**src/rtl/key_sched_buffer.sv**
```systemverilog
// key_sched_buffer: AES-128 key expansion with an 11-entry round-key buffer.
// A key accepted in IDLE/READY is expanded one round key per cycle (10 cycles)
// into the buffer; afterwards any round key can be read back with one cycle of
// latency, in forward or decryption order.
// Optional build macro: KSB_EQ_INV_CIPHER_EN -- when defined, decryption-order
// reads of middle entries (1..9) return InvMixColumns(key) for the equivalent
// inverse cipher; entries 0 and 10 are always returned raw.
module key_sched_buffer (
   input  logic         clk,
   input  logic         rst,
   input  logic         key_valid,
   input  logic [0:127] key_in,
   output logic         key_ready,
   output logic         busy,
   output logic         keys_done,
   input  logic         rd_en,
   input  logic [3:0]   rd_round,
   input  logic         rd_inv,
   output logic [0:127] rd_key,
   output logic         rd_valid,
   output logic         rd_err
);

   localparam logic [1:0] ST_IDLE   = 2'd0;
   localparam logic [1:0] ST_EXPAND = 2'd1;
   localparam logic [1:0] ST_READY  = 2'd2;

   // AES forward S-box, byte x lives at bits [8x +: 8]
   localparam logic [0:2047] SBOX = {
      128'h637c777bf26b6fc53001672bfed7ab76,
      128'hca82c97dfa5947f0add4a2af9ca472c0,
      128'hb7fd9326363ff7cc34a5e5f171d83115,
      128'h04c723c31896059a071280e2eb27b275,
      128'h09832c1a1b6e5aa0523bd6b329e32f84,
      128'h53d100ed20fcb15b6acbbe394a4c58cf,
      128'hd0efaafb434d338545f9027f503c9fa8,
      128'h51a3408f929d38f5bcb6da2110fff3d2,
      128'hcd0c13ec5f974417c4a77e3d645d1973,
      128'h60814fdc222a908846eeb814de5e0bdb,
      128'he0323a0a4906245cc2d3ac629195e479,
      128'he7c8376d8dd54ea96c56f4ea657aae08,
      128'hba78252e1ca6b4c6e8dd741f4bbd8b8a,
      128'h703eb5664803f60e613557b986c11d9e,
      128'he1f8981169d98e949b1e87e9ce5528df,
      128'h8ca1890dbfe6426841992d0fb054bb16
   };

   function automatic logic [7:0] sbox(input logic [7:0] x);
      return SBOX[{x, 3'b000} +: 8];
   endfunction

   // GF(2^8) multiply by 2, reduction polynomial 0x11B
   function automatic logic [7:0] xt(input logic [7:0] b);
      return {b[6:0], 1'b0} ^ (b[7] ? 8'h1b : 8'h00);
   endfunction

`ifdef KSB_EQ_INV_CIPHER_EN
   // InvMixColumns over the four 32-bit columns of a round key
   function automatic logic [127:0] inv_mix(input logic [127:0] k);
      logic [127:0] r;
      logic [7:0]   a [0:3];
      logic [7:0]   m9 [0:3];
      logic [7:0]   mb [0:3];
      logic [7:0]   md [0:3];
      logic [7:0]   me [0:3];
      logic [7:0]   x2, x4, x8;
      r = '0;
      for (int c = 0; c < 4; c++) begin
         for (int j = 0; j < 4; j++) begin
            a[j]  = k[127 - 32*c - 8*j -: 8];
            x2    = xt(a[j]);
            x4    = xt(x2);
            x8    = xt(x4);
            m9[j] = x8 ^ a[j];
            mb[j] = x8 ^ x2 ^ a[j];
            md[j] = x8 ^ x4 ^ a[j];
            me[j] = x8 ^ x4 ^ x2;
         end
         r[127 - 32*c -: 8] = me[0] ^ mb[1] ^ md[2] ^ m9[3];
         r[119 - 32*c -: 8] = m9[0] ^ me[1] ^ mb[2] ^ md[3];
         r[111 - 32*c -: 8] = md[0] ^ m9[1] ^ me[2] ^ mb[3];
         r[103 - 32*c -: 8] = mb[0] ^ md[1] ^ m9[2] ^ me[3];
      end
      return r;
   endfunction
`endif

   logic [1:0]   state_reg;
   logic [3:0]   cnt_reg;
   logic [7:0]   rcon_reg;
   logic [0:127] work_reg;
   logic [0:127] key_mem [0:10];

   logic         accept;
   logic [0:127] next_key;
   logic         mem_we;
   logic [3:0]   mem_waddr;
   logic [0:127] mem_wdata;
   logic         rd_ok;
   logic [3:0]   rd_addr;
   logic [0:127] rd_data;

   assign key_ready = (state_reg == ST_IDLE) || (state_reg == ST_READY);
   assign busy      = (state_reg == ST_EXPAND);
   assign keys_done = (state_reg == ST_READY);
   assign accept    = key_valid && key_ready;

   // Next round key from the previous one (RotWord, SubWord, rcon, XOR chain)
   always_comb begin
      logic [31:0] w0, w1, w2, w3, rot, tmp, n0, n1, n2, n3;
      w0  = work_reg[0  +: 32];
      w1  = work_reg[32 +: 32];
      w2  = work_reg[64 +: 32];
      w3  = work_reg[96 +: 32];
      rot = {w3[23:0], w3[31:24]};
      tmp = {sbox(rot[31:24]), sbox(rot[23:16]), sbox(rot[15:8]), sbox(rot[7:0])}
            ^ {rcon_reg, 24'h000000};
      n0  = w0 ^ tmp;
      n1  = w1 ^ n0;
      n2  = w2 ^ n1;
      n3  = w3 ^ n2;
      next_key = {n0, n1, n2, n3};
   end

   // Buffer write port: raw key on acceptance, computed key each expand cycle
   always_comb begin
      mem_we    = 1'b0;
      mem_waddr = 4'd0;
      mem_wdata = key_in;
      if (!rst) begin
         if (state_reg == ST_EXPAND) begin
            mem_we    = 1'b1;
            mem_waddr = cnt_reg;
            mem_wdata = next_key;
         end else if (accept) begin
            mem_we    = 1'b1;
         end
      end
   end

   // Control FSM, round counter, rcon and the working copy of the last key
   always_ff @(posedge clk) begin
      if (rst) begin
         state_reg <= ST_IDLE;
         cnt_reg   <= 4'd0;
         rcon_reg  <= 8'h01;
         work_reg  <= '0;
      end else begin
         case (state_reg)
            ST_IDLE, ST_READY: begin
               if (accept) begin
                  state_reg <= ST_EXPAND;
                  cnt_reg   <= 4'd1;
                  rcon_reg  <= 8'h01;
                  work_reg  <= key_in;
               end
            end
            ST_EXPAND: begin
               work_reg <= next_key;
               rcon_reg <= xt(rcon_reg);
               cnt_reg  <= cnt_reg + 4'd1;
               if (cnt_reg == 4'd10)
                  state_reg <= ST_READY;
            end
            default: state_reg <= ST_IDLE;
         endcase
      end
   end

   // Round-key buffer storage (contents survive reset)
   always_ff @(posedge clk) begin
      if (mem_we)
         key_mem[mem_waddr] <= mem_wdata;
   end

   // Read address: decryption order mirrors the round number
   always_comb begin
      rd_ok   = rd_en && keys_done && (rd_round <= 4'd10);
      rd_addr = rd_inv ? (4'd10 - rd_round) : rd_round;
      if (rd_addr > 4'd10)
         rd_addr = 4'd0;
      rd_data = key_mem[rd_addr];
`ifdef KSB_EQ_INV_CIPHER_EN
      if (rd_inv && (rd_addr != 4'd0) && (rd_addr != 4'd10))
         rd_data = inv_mix(key_mem[rd_addr]);
`endif
   end

   // Registered read result and its qualifying pulses
   always_ff @(posedge clk) begin
      if (rst) begin
         rd_key   <= '0;
         rd_valid <= 1'b0;
         rd_err   <= 1'b0;
      end else begin
         rd_valid <= rd_ok;
         rd_err   <= rd_en && !rd_ok;
         if (rd_ok)
            rd_key <= rd_data;
      end
   end

endmodule

```
**config.mk**
```make
export PLATFORM = sky130hd
export DESIGN_NAME = key_sched_buffer
export DESIGN_NICKNAME = d
export VERILOG_FILES = /design/src/rtl/key_sched_buffer.sv
export SDC_FILE = /design/constraint.sdc
export NUM_CORES = 2
export LEC_CHECK = 0
export ABC_AREA = 1
export CORE_MARGIN = 1.5
export CORE_UTILIZATION = 60
export CTS_CLUSTER_DIAMETER = 120
export DETAILED_ROUTE_END_ITERATION = 10
export GPL_TIMING_DRIVEN = 0
export PLACE_DENSITY_LB_ADDON = 0.1
export RECOVER_POWER = 100
export SKIP_LAST_GASP = 1
export SLEW_MARGIN = 10
export SYNTH_ARGS = -nofsm -noshare
export SYNTH_HDL_FRONTEND = slang
export SYNTH_SLANG_ARGS = --single-unit
```
**constraint.sdc**
```tcl
create_clock -name clk -period 42.4 [get_ports clk]
set_input_delay 8.48 -clock clk [delete_from_list [all_inputs] [get_ports clk]]
set_output_delay 8.48 -clock clk [all_outputs]
set_load 0.01 [all_outputs]
```
==> metrics.yaml, run 1 <==
yosysWarnings: 0
hold_buffers: 0
first-error: "[ERROR GRT-0232] Routing congestion too high. Check the congestion heatmap in the GUI."
synth-main-ff-cell: "edfxtp_1"
grt-ovfl-total: 146
synth_seq_cells: 1680
synth_area_um2: 80800
grt_usage: 0.781
gp_congestion: 1.11
clock_path_buffers: 3
postSynthAreaPerCell_um2: 9.50
grt_max_degree: 31
cts.sinks: 1680
synth_nets: 8706
port_buffers: 268
die-height_um: 370
cts_setup_buffers: 0
status: "aborted with a tool error"
clock-root-buffer: "clkbuf_16"
die_x_um: 370
ys_types: 43
flow.stopped_at: "global routing (5_1_grt)"
h-tree-depth: 4
postCtsResizedCells: 0
placed_cell_area_um2: 88200
synthArstFlopShare: 0
io-pin-count: 270
synth_edf_count: 1408
hpwl_um: 279000
rows: 134
initial_utilization: 0.605
synthesis.instances: 8505
ys_seq_area_frac: 0.591
numCtsBuffers: 159
antenna_found_initial: 118
## synth_stat cells (2+ instances only)
library cell | number | share of area
a21oi_1 | 142 | 0.0088
a31oi_1 | 176 | 0.014
nand3_2 | 8 | 0.00099
o221ai_1 | 236 | 0.026
nor2_1 | 714 | 0.033
o211ai_1 | 209 | 0.019
buf_6 | 21 | 0.0029
buf_2 | 189 | 0.012
buf_1 | 54 | 0.0025
o21ai_0 | 668 | 0.041
or2_2 | 2 | 0.00015
or2_0 | 2 | 0.00015
nand2_8 | 2 | 0.00050
nand4_1 | 16 | 0.0012
nand2_2 | 26 | 0.0020
o21bai_1 | 8 | 0.00074
nor2_2 | 4 | 0.00031
nor4_1 | 2 | 0.00015
edfxtp_1 | 1408 | 0.52
clkbuf_1 | 308 | 0.014
dfxtp_1 | 272 | 0.067
a21oi_2 | 2 | 0.00022
o22ai_1 | 21 | 0.0016
buf_4 | 64 | 0.0059
o21ai_1 | 220 | 0.014
inv_1 | 370 | 0.017
xor2_1 | 10 | 0.0011
inv_4 | 2 | 0.00015
clkinv_1 | 10 | 0.00046
a211oi_1 | 3 | 0.00028
nand3b_1 | 17 | 0.0016
nand2_1 | 1580 | 0.073
nand3_1 | 1649 | 0.10
nor3_1 | 4 | 0.00025
inv_2 | 14 | 0.00065
o32ai_1 | 2 | 0.00022
ha_1 | 64 | 0.0099
## metal layers
| layer | global-route usage | GRT overflow |
|---|---|---|
| met1 | 0.779 | 1 |
| met2 | 0.910 | 67 |
| met3 | 0.686 | 5 |
| met4 | 0.716 | 73 |
| met5 | 0.521 | 0 |
## cell families after synthesis
| logic type | share of synthesized area |
|---|---|
| DFF | 0.591 |
| buffers and inverters | 0.0559 |
| and+or+nand+nor | 0.217 |
| adders and majority gates | 0.00991 |
| AOI/OAI and AO/OA | 0.126 |
| xor gates and xnor gates | 0.00108 |
## per-stage QoR
stage / hold slack [ns] / instances / util / setup WS [ns]
after floorplan: 0.464 / 8505 / - / 20.33
after global placement: 0.490 / 10541 / 0.642 / 10.07
after detailed placement: 0.490 / 10682 / 0.661 / 28.32
after CTS: 0.499 / 10981 / 0.701 / 28.85
==> run 2: changes to the inputs <==
--- a/config.mk
+++ b/config.mk
@@ -7,11 +7,10 @@
 export LEC_CHECK = 0
 export ABC_AREA = 1
 export CORE_MARGIN = 1.5
-export CORE_UTILIZATION = 60
-export CTS_CLUSTER_DIAMETER = 120
+export CORE_UTILIZATION = 40
 export DETAILED_ROUTE_END_ITERATION = 10
 export GPL_TIMING_DRIVEN = 0
-export PLACE_DENSITY_LB_ADDON = 0.1
+export PLACE_DENSITY_LB_ADDON = 0.15
 export RECOVER_POWER = 100
 export SKIP_LAST_GASP = 1
 export SLEW_MARGIN = 10
==> run 2 against run 1 <==
The flow now finishes, with violations (max-capacitance violations, max-slew violations); area after synthesis unchanged; synthesized cell count unchanged.
==> metrics.yaml, run 2 <==
cp_cell_sequence: "clkbuf_1 > inv_1 > clkbuf_1 > clkbuf_1 > nand2_1 > nor2_1 > nand2_1 > nor2_1 > clkbuf_1 > clkbuf_1 > clkbuf_1 > clkbuf_1"
slowest_stage: "nor2_1"
min_period_over_period: 0.386
synth_seq_cells: 1680  # unchanged
initial_utilization: 0.403  # -0.202
drv_slew: 1229
io-pin-count: 270  # unchanged
synth_top_area_cell: "edfxtp_1"
timing.critical_path.mode_cell: "clkbuf_1"
rsz0062_at_grt: "false"
status: "finished with violations"
grt_pass1_wl_um: 542000
cp_data_required_time_ns: 42.84
arrival_ns: 16.79
nFillCells: 19402
cts.clk_slew.worst_paths_ns: 0.06
crit_type: "input port to register"
die_x_um: 452  # +22%
placed_cell_area_um2: 89700  # +1.7%
cts.sinks: 1680  # unchanged
grt_pass1_vias: 70420
clock_skew_ns: 0.0595
wire_per_inst_um: 32.9
port_buffers: 268  # unchanged
crit_family: "buffers and inverters"
hold_viol: 0
yosysWarnings: 0  # unchanged
drv_cap: 72
largest_register_ffs: 1408
synthTopCellsByArea: "edfxtp_1 52%, nand3_1 10%, nand2_1 7.3%"
final-setup-viol-count: 0
cts_tree: "yes"
hpwl_um: 289000  # +3.4%
netlist.area_leader.share: 0.523  # unchanged
relSlewSlack: -0.798
hold_buffers: 0  # unchanged
core_area_um2: 200000
cp-start-kind: "input port"
cp_max_fo: 23
vias: 73804
drive_above_1_share: 0.0662
grt-ovfl-total: 0
cts_setup_buffers: 0  # unchanged
routed_via_density: 6.18
post-route-min-period_ns: 16.36
clock_path_buffers: 3  # unchanged
final_common_cell: "nand3_1"
gp_congestion: 1.06  # -4.2%
ys_types: 43  # unchanged
p_total_mw: 4.58
synth_area_um2: 80800  # unchanged
h-tree-depth: 4  # unchanged
multi_input_area_um2: 28700
die-height_um: 452  # +22%
synthTopCellsByCount: "1649 x nand3_1, 1580 x nand2_1, 1408 x edfxtp_1"
power_density_nw_per_um2: 49.0
min_from: "rcon_reg[5]$_SDFFE_PP0P_"
postLayoutCellArea_um2: 93400
final_cell_mix: "1649 x nand3_1, 1581 x nand2_1, 1408 x edfxtp_1, 714 x nor2_1, 687 x o21ai_0"
ir_drop_v: 0.0000454
grt_usage: 0.375
synthesis.instances: 8505  # unchanged
endpoint_kind: "register"
dieArea_um2: 205000
hold_path_class: "register to register"
antenna_found_initial: 43
synth_nets: 8706  # unchanged
synthArstFlopShare: 0  # unchanged
seqCellArea_um2: 47700
insertion_delay_ns: 0.84
synth-main-ff-cell: "edfxtp_1"
slowest_delay_ns: 1.25
violations: "max-capacitance violations, max-slew violations"
crit_buf_inv: 8
grt_max_degree: 27
p_leak_nw: 34.6
fmax_ghz: 0.0611
remaining_drc_errors: 0
areaGrowthSynthToFinish_pct: 15.6
clock-root-buffer: "clkbuf_16"
rows: 164  # +22%
postSynthAreaPerCell_um2: 9.50  # unchanged
firstDrtPassIters: 8
yosysMostFrequentCell: "nand3_1"
r2r-start: "state_reg[0]$_SDFFE_PP0P_"
drtIter0Drc: 9947
setup_tns_ns: 0
layout.nets: 9310
ys_seq_area_frac: 0.591  # unchanged
synth_edf_count: 1408  # unchanged
worst_pin_slew_ns: 2.67
crit_start: "rst"
wl_um: 394000
postCtsResizedCells: 0  # unchanged
numCtsBuffers: 177  # +11%
ant_nets: 0
==> run 2: worst paths after layout <==
check             slack [ns]  cells past startpoint                        end
setup / recovery       26.04                     12  key_mem[3][108]$_DFFE_PP_
hold / removal          0.49                      2   rcon_reg[6]$_SDFFE_PP0P_
setup reg to reg       34.03                     10  key_mem[7][102]$_DFFE_PP_
hold reg to reg         0.49                      2   rcon_reg[6]$_SDFFE_PP0P_
==> run 2: stage by stage <==
| step | hold slack, ns | instances | worst slack (ns) | utilization |
|---|---|---|---|---|
| detailed placement | 0.490 | 11586 | 28.45 | 0.448 |
| global route | 0.506 | 11943 | 25.83 | 0.466 |
| floorplan | 0.464 | 8505 | 20.33 | - |
| finish | 0.493 | 11951 | 26.04 | 0.466 |
| global placement | 0.485 | 11429 | 7.11 | 0.433 |
| CTS | 0.487 | 11919 | 29.29 | 0.477 |
==> run 2: area by class of cell <==
type,count,area share
Tap cell,2656,0.0356
Clock inverter,77,0.00908
Multi-Input combinational cell,5793,0.307
Clock buffer,256,0.0532
Buffer,636,0.0323
Timing Repair Buffer,425,0.0355
Sequential cell,1680,0.511
Antenna cell,32,0.000857
Inverter,396,0.0160
==> run 2: per-layer routing <==
layer | vias to the layer above | routed length [µm] | GRT usage
met5 | - | 78 | 0
met2 | 4503 | 173000 | 0.565
met4 | 12 | 30700 | 0.251
met1 | 36285 | 151000 | 0.488
met3 | 1136 | 39200 | 0.0750
li1 | 31868 | - | -
==> run 2: worst min-delay path: stages, from the launching register on <==
cell and delay, ns:
dfxtp_1 0.33, nand2_1 0.07, a21oi_1 0.06
==> run 2: cell families (layout without fill, tap and decap cells) <==
family	count (synthesis)	after routing	share of synthesized area
and+or+nand+nor	4030	4030	0.217
AOI/OAI and AO/OA	1689	1689	0.126
DFF	1680	1680	0.591
buffers and inverters	1032	1790	0.0559
adders and majority gates	64	64	0.00991
xor gates and xnor gates	10	10	0.00108
other	0	32	0
==> run 2: report_power, final <==
group | switching, mW | leakage (nW) | internal [mW]
Sequential | 0.0220 | 15.0 | 1.85
Clock | 0.682 | 2.81 | 0.873
Combinational | 0.880 | 16.9 | 0.270
Total | 1.58 | 34.6 | 3.00
Note: power is estimated with default switching activity, not from simulation.
